## config.mk

```make
export PLATFORM = sky130hd
export DESIGN_NAME = des_round_sequencer
export DESIGN_NICKNAME = d
export VERILOG_FILES = /design/src/rtl/des_round_sequencer.sv
export SDC_FILE = /design/constraint.sdc
export NUM_CORES = 1
export LEC_CHECK = 0
export BUFFER_PORTS_ARGS = -buffer_cell sky130_fd_sc_hd__buf_2
export CELL_PAD_IN_SITES_DETAIL_PLACEMENT = 1
export CELL_PAD_IN_SITES_GLOBAL_PLACEMENT = 2
export CORE_AREA = 4 4 124 126
export DETAILED_ROUTE_END_ITERATION = 6
export DIE_AREA = 0 0 128 130
export GPL_ROUTABILITY_DRIVEN = 0
export GPL_TIMING_DRIVEN = 0
export PLACE_DENSITY_LB_ADDON = 0.25
export SLEW_MARGIN = 20
export SYNTH_ARGS = -nofsm -noshare
export SYNTH_HDL_FRONTEND = slang
export SYNTH_SLANG_ARGS = --single-unit
```

## constraint.sdc

```tcl
create_clock -name wClk -period 2.7 [get_ports wClk]
set_clock_uncertainty 0.15 [all_clocks]
set_input_delay 0.135 -clock wClk [delete_from_list [all_inputs] [get_ports wClk]]
set_output_delay 0.135 -clock wClk [all_outputs]
set_load 0.05 [all_outputs]
```

## src/rtl/des_round_sequencer.sv

```systemverilog
// Iterative DES round controller: holds the L/R halves and commits one Feistel round per slot
// using an external f datapath, for encrypt (ascending key index) or decrypt (descending).
module des_round_sequencer #(
   parameter int unsigned NUM_ROUNDS = 16,
   parameter int unsigned F_LATENCY  = 0,
   parameter int unsigned IDX_W      = 4
) (
   input  logic             wClk,
   input  logic             wReset,
   input  logic             wInValid,
   output logic             wInReady,
   input  logic [63:0]      wInData,
   input  logic             wDecrypt,
   output logic [31:0]      wFRight,
   output logic [IDX_W-1:0] wRoundIdx,
   input  logic [31:0]      wFOut,
   output logic             wOutValid,
   input  logic             wOutReady,
   output logic [63:0]      wOutData,
   output logic             wBusy
);

   localparam int unsigned WaitW = (F_LATENCY > 0) ? $clog2(F_LATENCY + 1) : 1;
   localparam logic [WaitW-1:0] WaitLast = WaitW'(F_LATENCY);
   localparam logic [IDX_W-1:0] RndLast  = IDX_W'(NUM_ROUNDS - 1);

   typedef enum logic [1:0] {StIdle, StRound, StDone} state_e;

   state_e             state_q, state_d;
   logic [31:0]        l_q, l_d;
   logic [31:0]        r_q, r_d;
   logic [IDX_W-1:0]   rnd_q, rnd_d;
   logic [WaitW-1:0]   wait_q, wait_d;
   logic               mode_q, mode_d;

   always_comb begin
      state_d = state_q;
      l_d     = l_q;
      r_d     = r_q;
      rnd_d   = rnd_q;
      wait_d  = wait_q;
      mode_d  = mode_q;
      case (state_q)
         StIdle: begin
            if (wInValid) begin
               l_d     = wInData[63:32];
               r_d     = wInData[31:0];
               mode_d  = wDecrypt;
               rnd_d   = '0;
               wait_d  = '0;
               state_d = StRound;
            end
         end
         StRound: begin
            // f is only sampled on the last cycle of a slot; earlier values are don't-care
            if (wait_q == WaitLast) begin
               l_d    = r_q;
               r_d    = l_q ^ wFOut;
               wait_d = '0;
               rnd_d  = rnd_q + IDX_W'(1);
               if (rnd_q == RndLast) begin
                  state_d = StDone;
               end
            end else begin
               wait_d = wait_q + WaitW'(1);
            end
         end
         StDone: begin
            if (wOutReady) begin
               state_d = StIdle;
            end
         end
         default: state_d = StIdle;
      endcase
   end

   always_ff @(posedge wClk) begin
      if (wReset) begin
         state_q <= StIdle;
         l_q     <= '0;
         r_q     <= '0;
         rnd_q   <= '0;
         wait_q  <= '0;
         mode_q  <= 1'b0;
      end else begin
         state_q <= state_d;
         l_q     <= l_d;
         r_q     <= r_d;
         rnd_q   <= rnd_d;
         wait_q  <= wait_d;
         mode_q  <= mode_d;
      end
   end

   assign wInReady  = (state_q == StIdle);
   assign wBusy     = (state_q != StIdle);
   assign wOutValid = (state_q == StDone);
   assign wOutData  = wOutValid ? {r_q, l_q} : 64'h0;
   assign wFRight   = r_q;
   assign wRoundIdx = mode_q ? (RndLast - rnd_q) : rnd_q;

endmodule

```

==> impl_metrics.json, run 1 <==
{
  "post-route-drc-count": 0,
  "grt_max_degree": 12,
  "cts_tree": "yes",
  "worst_setup_path_end_kind": "flop",
  "path_cells": "nor3b_1 -> nor2b_1 -> clkbuf_2 -> buf_2 -> a221o_1 -> dlygate4sd3_1",
  "grt_usage_pct": 18.1,
  "synth_most_common_cell": "dfxtp_1",
  "fin_nets": 772,
  "antenna_left": 0,
  "fp.dieH_um": 130,
  "synth_edf_count": 0,
  "overflow": 0,
  "finalSetupTns_ns": 0,
  "cts_buffers": 9,
  "synth_area_leaders": "dfxtp_1, and2_1, mux2i_1, a221o_1, xnor2_1",
  "synth_seq_cells": 71,
  "synth_top_cell_by_area": "dfxtp_1",
  "cts_buffer_depth": 2,
  "grt_pass1_wl_um": 23500,
  "crit_slowest_cell": "dlygate4sd3_1",
  "drt_iter0_markers": 107,
  "wl_met3_um": 1230,
  "areaGrowthSynthToFinish_pct": 59.2,
  "grt_pass1_vias": 4352,
  "firstDrtPassIters": 4,
  "max-cap-violations": 0,
  "io_pins": 204,
  "dr_wl_met2_um": 6950,
  "antenna_found_initial": 0,
  "finalCritPeriodShare_pct": 90.3,
  "worstMarginPinSlew_ns": 0.565,
  "avgSynthCellArea_um2": 9.21,
  "synth_top_cells_by_count": "dfxtp_1, nor2_1, and2_1",
  "root_buffer": "clkbuf_16",
  "synth_top_area_share_pct": 39.1,
  "via_count": 3964,
  "drive_gt1_share_pct": 36.1,
  "cp_data_arrival_time_ns": 2.56,
  "h-tree-depth": 3,
  "ir_worst_vdd_mv": 0.262,
  "slew-limit-headroom_pct": 62.4,
  "finalWorstSetupSlack_ns": 0.262,
  "place_ws_ns": 0.331,
  "start_kind": "flop",
  "rsz0062_at_grt": "false",
  "numPortBuffers": 203,
  "vias_per_cell": 4.61,
  "clock_latency_ns": 0.33,
  "yosysWarnings": 0,
  "die_area_um2": 16600,
  "postCtsSetupBuffers": 0,
  "synthCells": 395,
  "synth_top_flop_cell": "dfxtp_1",
  "syn_nets": 497,
  "drt-total-wl_um": 14900,
  "final_core_util_pct": 40.5,
  "stdcell_count": 859,
  "core_area_um2": 14300,
  "worstPathRequired_ns": 2.82,
  "fmax_ghz": 0.410,
  "clk_pin_slew_ns": 0.06,
  "diodes": 0,
  "cts_sinks": 71,
  "hold_viol_final": 0,
  "status": "completed",
  "path_buf_inv": 3,
  "initial_core_util_pct": 25.4,
  "slew_viol_final": 0,
  "synth_area_um2": 3640,
  "wire_per_inst_um": 17.3,
  "row_count": 44,
  "setup_viol_count_final": 0,
  "cp_max_fo": 10,
  "powerDensity_nw_per_um2": 547,
  "die_w_um": 128,
  "cpPeakStageDelay_ns": 0.55,
  "wl_met1_um": 6520,
  "top_layer": "met4",
  "ys_types": 35,
  "dp.cells": 782,
  "hold_class": "input pin to flop",
  "ys_async_sr_fraction_pct": 0,
  "cp_top_family": "buffers and inverters",
  "leakagePower_uw": 0.00286,
  "hpwl_um": 10800,
  "ys_seq_area_share_pct": 39.1,
  "crit_type": "flop to flop",
  "fin_crit_ns": 2.44
}
-- per-stage QoR --
stage / hold slack, ns / instance area, um2 / power (uW)
after CTS: 0.0000289 / 5790 / 3210
final: 0.00366 / 5790 / 3170
after global placement: 0.209 / 4880 / 1910
after detailed placement: 0.213 / 4880 / 1930
after global routing: 0.0178 / 5790 / 3320
after floorplan: 0.123 / 3640 / 1700
-- metal layers --
| layer | GRT usage, % | vias up |
|---|---|---|
| met2 | 30.8 | 153 |
| met4 | 5.31 | 0 |
| met3 | 4.95 | 12 |
| li1 | - | 1939 |
| met1 | 22.3 | 1860 |
| met5 | 0 | - |
-- flip-flops by register name, summed over array words and instances, names as in the netlist --
name and count:
l_q 32, state_q 2, wFRight 32, mode_q 1, rnd_q 4
-- report_power, final --
part	leakage [uW]	total, uW	internal [uW]	switching (uW)
sequential	0.000588	1240	1150	92.5
clock	0.000146	1190	736	450
combinational	0.00212	744	319	424
-- area by class of cell --
type / instances / area [um2]
clock inverter: 4 / 45.0
multi-input combinational: 289 / 2040
sequential: 71 / 1420
clock buffer: 12 / 246
fill: 1745 / 8520
tap: 184 / 230
buffer: 34 / 179
inverter: 1 / 3.75
timing repair buffer: 264 / 1630
-- cell usage in the layout (no fill, tap or decap), types with 11 or more instances in the layout --
cell type,Yosys,routed
a211oi_1,32,32
a221o_1,32,32
and2_1,64,64
buf_2,12,215
clkbuf_1,13,11
dfxtp_1,71,71
dlygate4sd3_1,0,61
mux2i_1,34,34
nor2_1,68,68
xnor2_1,32,32
-- what timing repair did --
action,in CTS,in global routing
cloned,0,0
gates resized for setup,2,4
setup endpoints to repair,11,40
endpoints found under the hold margin,48,0
hold buffers,61,0
-- cells by family (layout without fill, tap and decap cells) --
logic type | Yosys count | count (layout) | share of synthesized area [%]
buffers and inverters | 35 | 315 | 4.88
XOR/XNOR | 36 | 36 | 8.67
multiplexers | 34 | 34 | 9.35
AND/OR/NAND/NOR | 147 | 147 | 20.9
flip-flops | 71 | 71 | 39.1
AO/OA/AOI/OAI | 71 | 71 | 16.8
adder cells (fa/ha/maj) | 1 | 1 | 0.344
-- path summary, 6_finish.rpt --
check                            startpoint     endpoint  slack, ns  cells after the start
worst min register to register       l_q[8]       l_q[8]       0.38                      2
worst min-delay path            wInData[52]      l_q[20]      0.004                      3
worst max register to register   state_q[1]  wFRight[31]       0.26                      6
worst max-delay path             state_q[1]  wFRight[31]       0.26                      6
-- worst reg2reg max path, stage by stage (launching register included) --
cell,delay [ns]
dfxtp_1,0.36
nor3b_1,0.42
nor2b_1,0.19
clkbuf_2,0.19
buf_2,0.31
a221o_1,0.20
dlygate4sd3_1,0.55
Note: power is estimated with default switching activity, not from simulation.
==> run 2: changes to the inputs <==
--- a/config.mk
+++ b/config.mk
@@ -13,7 +13,8 @@
 export DIE_AREA = 0 0 128 130
 export GPL_ROUTABILITY_DRIVEN = 0
 export GPL_TIMING_DRIVEN = 0
-export PLACE_DENSITY_LB_ADDON = 0.25
+export HOLD_SLACK_MARGIN = 0.15
+export PLACE_DENSITY_LB_ADDON = 0.08
 export SLEW_MARGIN = 20
 export SYNTH_ARGS = -nofsm -noshare
 export SYNTH_HDL_FRONTEND = slang
==> run 2 against run 1 <==
  * Total power increased by 0.35%
  * Sequential power about the same
  * Critical path depth decreased by 1
  * Sequential share of layout area decreased by 1.5 points
  * Design area increased by 6.6%
  * Register-to-register slack improved by 0.098 ns
  * Critical endpoint is now wOutData[42]
  * First-iteration DRC count increased by 16%
==> impl_metrics.json, run 2 (same netlist as run 1, synthesis figures left out) <==
{
  "fmax_ghz": 0.414,
  "drive_gt1_share_pct": 34.5,
  "drt_iter0_markers": 124,
  "mostFrequentLayoutCells": "buf_2, dlygate4sd3_1, dfxtp_1, nor2_1, and2_1",
  "crit_cells": 5,
  "max-cap-violations": 0,
  "grt_usage_pct": 18.5,
  "n_fill_cell": 1738,
  "numPortBuffers": 203,
  "grt_pass1_vias": 4480,
  "holdPathStages": 2,
  "cp_max_fo": 10,
  "leakagePower_uw": 0.00305,
  "worstSetupStartpoint": "state_q[1]",
  "start_kind": "flop",
  "cts_tree": "yes",
  "vias_per_cell": 4.61,
  "overflow": 0,
  "hpwl_um": 10700,
  "finalSetupTns_ns": 0,
  "fin_crit_ns": 2.42,
  "min_from": "l_q[20]",
  "reg2reg_from": "state_q[1]",
  "cp_data_arrival_time_ns": 2.13,
  "hold_viol_final": 0,
  "worst_setup_path_end_kind": "output port",
  "initial_core_util_pct": 25.4,
  "rsz0062_at_grt": "false",
  "clock_latency_ns": 0.34,
  "antenna_left": 0,
  "slew-limit-headroom_pct": 60.2,
  "clk_pin_slew_ns": 0.06,
  "place_area_um2": 4880,
  "fin_nets": 811,
  "io_pins": 204,
  "fp.dieH_um": 130,
  "row_count": 44,
  "path_cells": "nor2b_1 -> clkbuf_2 -> clkbuf_1 -> and2_1 -> buf_2",
  "hold_class": "flop to flop",
  "worstPathRequired_ns": 2.41,
  "diodes": 0,
  "core_area_um2": 14300,
  "die_area_um2": 16600,
  "die_w_um": 128,
  "cts_buffer_depth": 2,
  "antenna_found_initial": 1,
  "cp_top_family": "buffers and inverters",
  "areaGrowthSynthToFinish_pct": 69.6,
  "path_buf_inv": 3,
  "slew_viol_final": 0,
  "grt_max_degree": 12,
  "root_buffer": "clkbuf_16",
  "ir_worst_vdd_mv": 0.292,
  "drt-total-wl_um": 15300,
  "finalCritPeriodShare_pct": 89.5,
  "status": "completed",
  "via_count": 4137,
  "firstDrtPassIters": 4,
  "grt_pass1_wl_um": 24000,
  "cpPeakStageDelay_ns": 0.43,
  "crit_slowest_cell": "dfxtp_1",
  "timing.hold.ws_ns": 0.373,
  "rr_worst_depth": 5,
  "cts_sinks": 71,
  "wire_per_inst_um": 17.0,
  "h-tree-depth": 3,
  "design_area_um2": 6170,
  "crit_type": "flop to output port",
  "multiInputGateArea_um2": 2040,
  "cts_buffers": 9,
  "powerDensity_nw_per_um2": 515,
  "layout_commonest_cell": "buf_2",
  "register_area_um2": 1420,
  "post-route-drc-count": 0,
  "worstMarginPinSlew_ns": 0.597,
  "setup_viol_count_final": 0,
  "final_core_util_pct": 43.1
}
## run 2: final timing paths
check | to | slack [ns]
hold reg to reg | l_q[20] | 0.37
setup reg to reg | wFRight[30] | 0.36
hold / removal | l_q[20] | 0.37
setup / recovery | wOutData[42] | 0.28
## run 2: cell type report
cell class	instances	share of cell area (%)
well taps	184	3.73
repair buffers	303	32.7
inverters	1	0.0608
flip-flops and latches	71	23.0
clock buffers	12	4.16
clock inverters	4	0.324
plain buffers	34	2.90
multi-input cells	289	33.1
## run 2: metrics by stage
| stage | worst slack [ns] | cells | power (uW) |
|---|---|---|---|
| 4_1_cts | 0.0260 | 898 | 3220 |
| 6_report | 0.283 | 898 | 3180 |
| 5_1_grt | 0.0285 | 898 | 3340 |
| 3_5_place_dp | 0.337 | 782 | 1930 |
| 3_3_place_gp | 0.349 | 782 | 1920 |
| 2_1_floorplan | 0.746 | 395 | 1700 |
## run 2: layer usage
metal | up-vias | wire length [um] | track usage (%) | share of wire [%]
met1 | 1968 | 6740 | 22.4 | 44
met5 | - | 13 | 0 | 0.085
met2 | 136 | 7430 | 32.2 | 49
met3 | 22 | 871 | 5.28 | 5.7
met4 | 2 | 227 | 5.06 | 1.5
li1 | 2009 | - | - | -
## run 2: power by group
part	total (uW)	internal (uW)	switching [uW]
clock	1130	666	466
sequential	1240	1150	92.1
combinational	810	372	438
## run 2: tightest hold or removal path: cells and delay by family, from the launching register on
family	cells	cell delay, ns
AO/OA/AOI/OAI	1	0.05
AND/OR/NAND/NOR	1	0.10
flip-flops	1	0.32
## run 2: repair_timing
item,in CTS,in global routing
hold buffers,100,0
endpoints found under the setup margin,29,35
setup buffers,0,0
endpoints found under the hold margin,70,0
resized for setup,3,3
==> run 3: changes to the inputs <==
--- a/config.mk
+++ b/config.mk
@@ -8,9 +8,9 @@
 export BUFFER_PORTS_ARGS = -buffer_cell sky130_fd_sc_hd__buf_2
 export CELL_PAD_IN_SITES_DETAIL_PLACEMENT = 1
 export CELL_PAD_IN_SITES_GLOBAL_PLACEMENT = 2
-export CORE_AREA = 4 4 124 126
+export CORE_AREA = 4 4 111 140
 export DETAILED_ROUTE_END_ITERATION = 6
-export DIE_AREA = 0 0 128 130
+export DIE_AREA = 0 0 115 144
 export GPL_ROUTABILITY_DRIVEN = 0
 export GPL_TIMING_DRIVEN = 0
 export HOLD_SLACK_MARGIN = 0.15
==> run 3 against run 2 <==
  * Count of clock-buffer cells in the layout unchanged
  * Global-route usage increased by 0.40 points
  * Clock power increased by 5%
  * Die area decreased by 0.48%
  * Critical path type unchanged
==> impl_metrics.json, run 3 (same netlist as run 1, synthesis figures left out) <==
{
  "diodes": 0,
  "clock_latency_ns": 0.33,
  "timing.hold.ws_ns": 0.371,
  "layout_commonest_cell": "buf_2",
  "grt_usage_pct": 18.9,
  "max-cap-violations": 0,
  "die_area_um2": 16600,
  "finalSetupTns_ns": 0,
  "grt_max_degree": 12,
  "h-tree-depth": 3,
  "row_count": 49,
  "path_buf_inv": 3,
  "crit_slowest_cell": "dfxtp_1",
  "ir_worst_vdd_mv": 0.257,
  "drt-total-wl_um": 15700,
  "grt_pass1_wl_um": 24400,
  "crit_type": "flop to output port",
  "crit_cells": 5,
  "wire_per_inst_um": 17.6,
  "postCtsSetupBuffers": 0,
  "cts_tree": "yes",
  "vias_per_cell": 4.64,
  "die_w_um": 115,
  "overflow": 0,
  "drive_gt1_share_pct": 34.3,
  "antenna_found_initial": 0,
  "path_cells": "nor2b_1 -> clkbuf_2 -> clkbuf_2 -> and2_1 -> buf_2",
  "post-route-drc-count": 0,
  "worstMarginPinSlew_ns": 0.600,
  "rsz0062_at_grt": "false",
  "start_kind": "flop",
  "hpwl_um": 11200,
  "via_count": 4140,
  "rr_worst_depth": 6,
  "root_buffer": "clkbuf_16",
  "cp_data_arrival_time_ns": 2.20,
  "powerDensity_nw_per_um2": 525,
  "cp_max_fo": 10,
  "cp_top_family": "buffers and inverters",
  "worstSetupStartpoint": "state_q[1]",
  "cts_buffer_depth": 2,
  "setup_viol_count_final": 0,
  "crit_end": "wOutData[33]",
  "slew_viol_final": 0,
  "areaGrowthSynthToFinish_pct": 69.7,
  "hold_class": "flop to flop",
  "numPortBuffers": 203,
  "antenna_left": 0,
  "drt_iter0_markers": 127,
  "initial_core_util_pct": 25.6,
  "fin_nets": 811,
  "hold_viol_final": 0,
  "firstDrtPassIters": 4,
  "mostFrequentLayoutCells": "buf_2, dlygate4sd3_1, dfxtp_1, nor2_1, and2_1",
  "r2r_slack_ns": 0.33,
  "cp_common_cell": "clkbuf_2",
  "worst_setup_path_end_kind": "output port",
  "clk_pin_slew_ns": 0.06,
  "fin_crit_ns": 2.48,
  "core_area_um2": 14200,
  "status": "completed",
  "reg2reg_to": "wFRight[29]",
  "worstPathRequired_ns": 2.41,
  "io_pins": 204,
  "cts_sinks": 71,
  "finalCritPeriodShare_pct": 91.9,
  "slew-limit-headroom_pct": 60.0,
  "fp.dieH_um": 144,
  "cts_buffers": 9,
  "cpPeakStageDelay_ns": 0.43,
  "leakagePower_uw": 0.00306,
  "grt_pass1_vias": 4516,
  "fmax_ghz": 0.403,
  "reg2reg_from": "state_q[1]"
}
-- run 3: cell types whose count changed in the layout (fill, tap and decap cells not counted) --
cell,before,now
clkbuf_8,2,1
clkbuf_2,5,6
bufinv_16,0,1
clkinv_2,4,3
nor3b_1,0,1
nor3b_2,2,1
-- run 3: layout make-up --
| type | count | area (um2) |
|---|---|---|
| timing repair buffer | 303 | 2020 |
| buffer | 34 | 180 |
| clock inverter | 4 | 45.0 |
| multi-input combinational | 289 | 2040 |
| inverter | 1 | 3.75 |
| tap | 178 | 223 |
| clock buffer | 12 | 246 |
| fill | 1757 | 8050 |
| sequential | 71 | 1420 |
-- run 3: power breakdown --
group | internal, uW | leakage [uW] | switching, uW
clock | 737 | 0.000146 | 456
combinational | 371 | 0.00232 | 441
sequential | 1150 | 0.000588 | 91.7
total | 2250 | 0.00306 | 989
-- run 3: what timing repair did --
item,in CTS,in global routing
resized for setup,2,6
hold buffers,100,0
endpoints found under the setup margin,40,30
hold endpoints to repair,70,0
-- run 3: stage by stage --
stage	cells	instance area (um2)	setup WS, ns	utilization, %	power (uW)
after floorplan	395	3640	0.746	-	1700
after global placement	776	4880	0.185	34.3	1920
after detailed placement	776	4880	0.111	34.3	1930
after CTS	892	6170	0.0120	43.4	3290
after global routing	892	6180	0.0428	43.4	3410
final	892	6180	0.220	43.4	3240
-- run 3: per-layer routing --
layer,GRT usage [%],share of wire (%)
met4,4.94,0.90
met1,23.1,43
met2,33.6,50
met3,3.89,5.8
met5,0,0
-- run 3: how the worst min path moves through the flow --
stage / end / startpoint / cells after the start / slack [ns]
2_1_floorplan: wFRight[0] / wInData[0] / 1 / 0.12
3_3_place_gp: wFRight[0] / wInData[0] / 2 / 0.21
3_5_place_dp: wFRight[23] / wInData[23] / 2 / 0.21
4_1_cts: l_q[16] / l_q[16] / 2 / 0.38
5_1_grt: l_q[4] / l_q[4] / 2 / 0.40
6_report: l_q[8] / l_q[8] / 2 / 0.37
-- run 3: worst register-to-register path, stage by stage, from the launching register on --
cell	delay [ns]
dfxtp_1	0.36
nor3b_1	0.37
nor2b_1	0.19
clkbuf_2	0.18
buf_2	0.30
a221o_1	0.21
dlygate4sd3_1	0.54
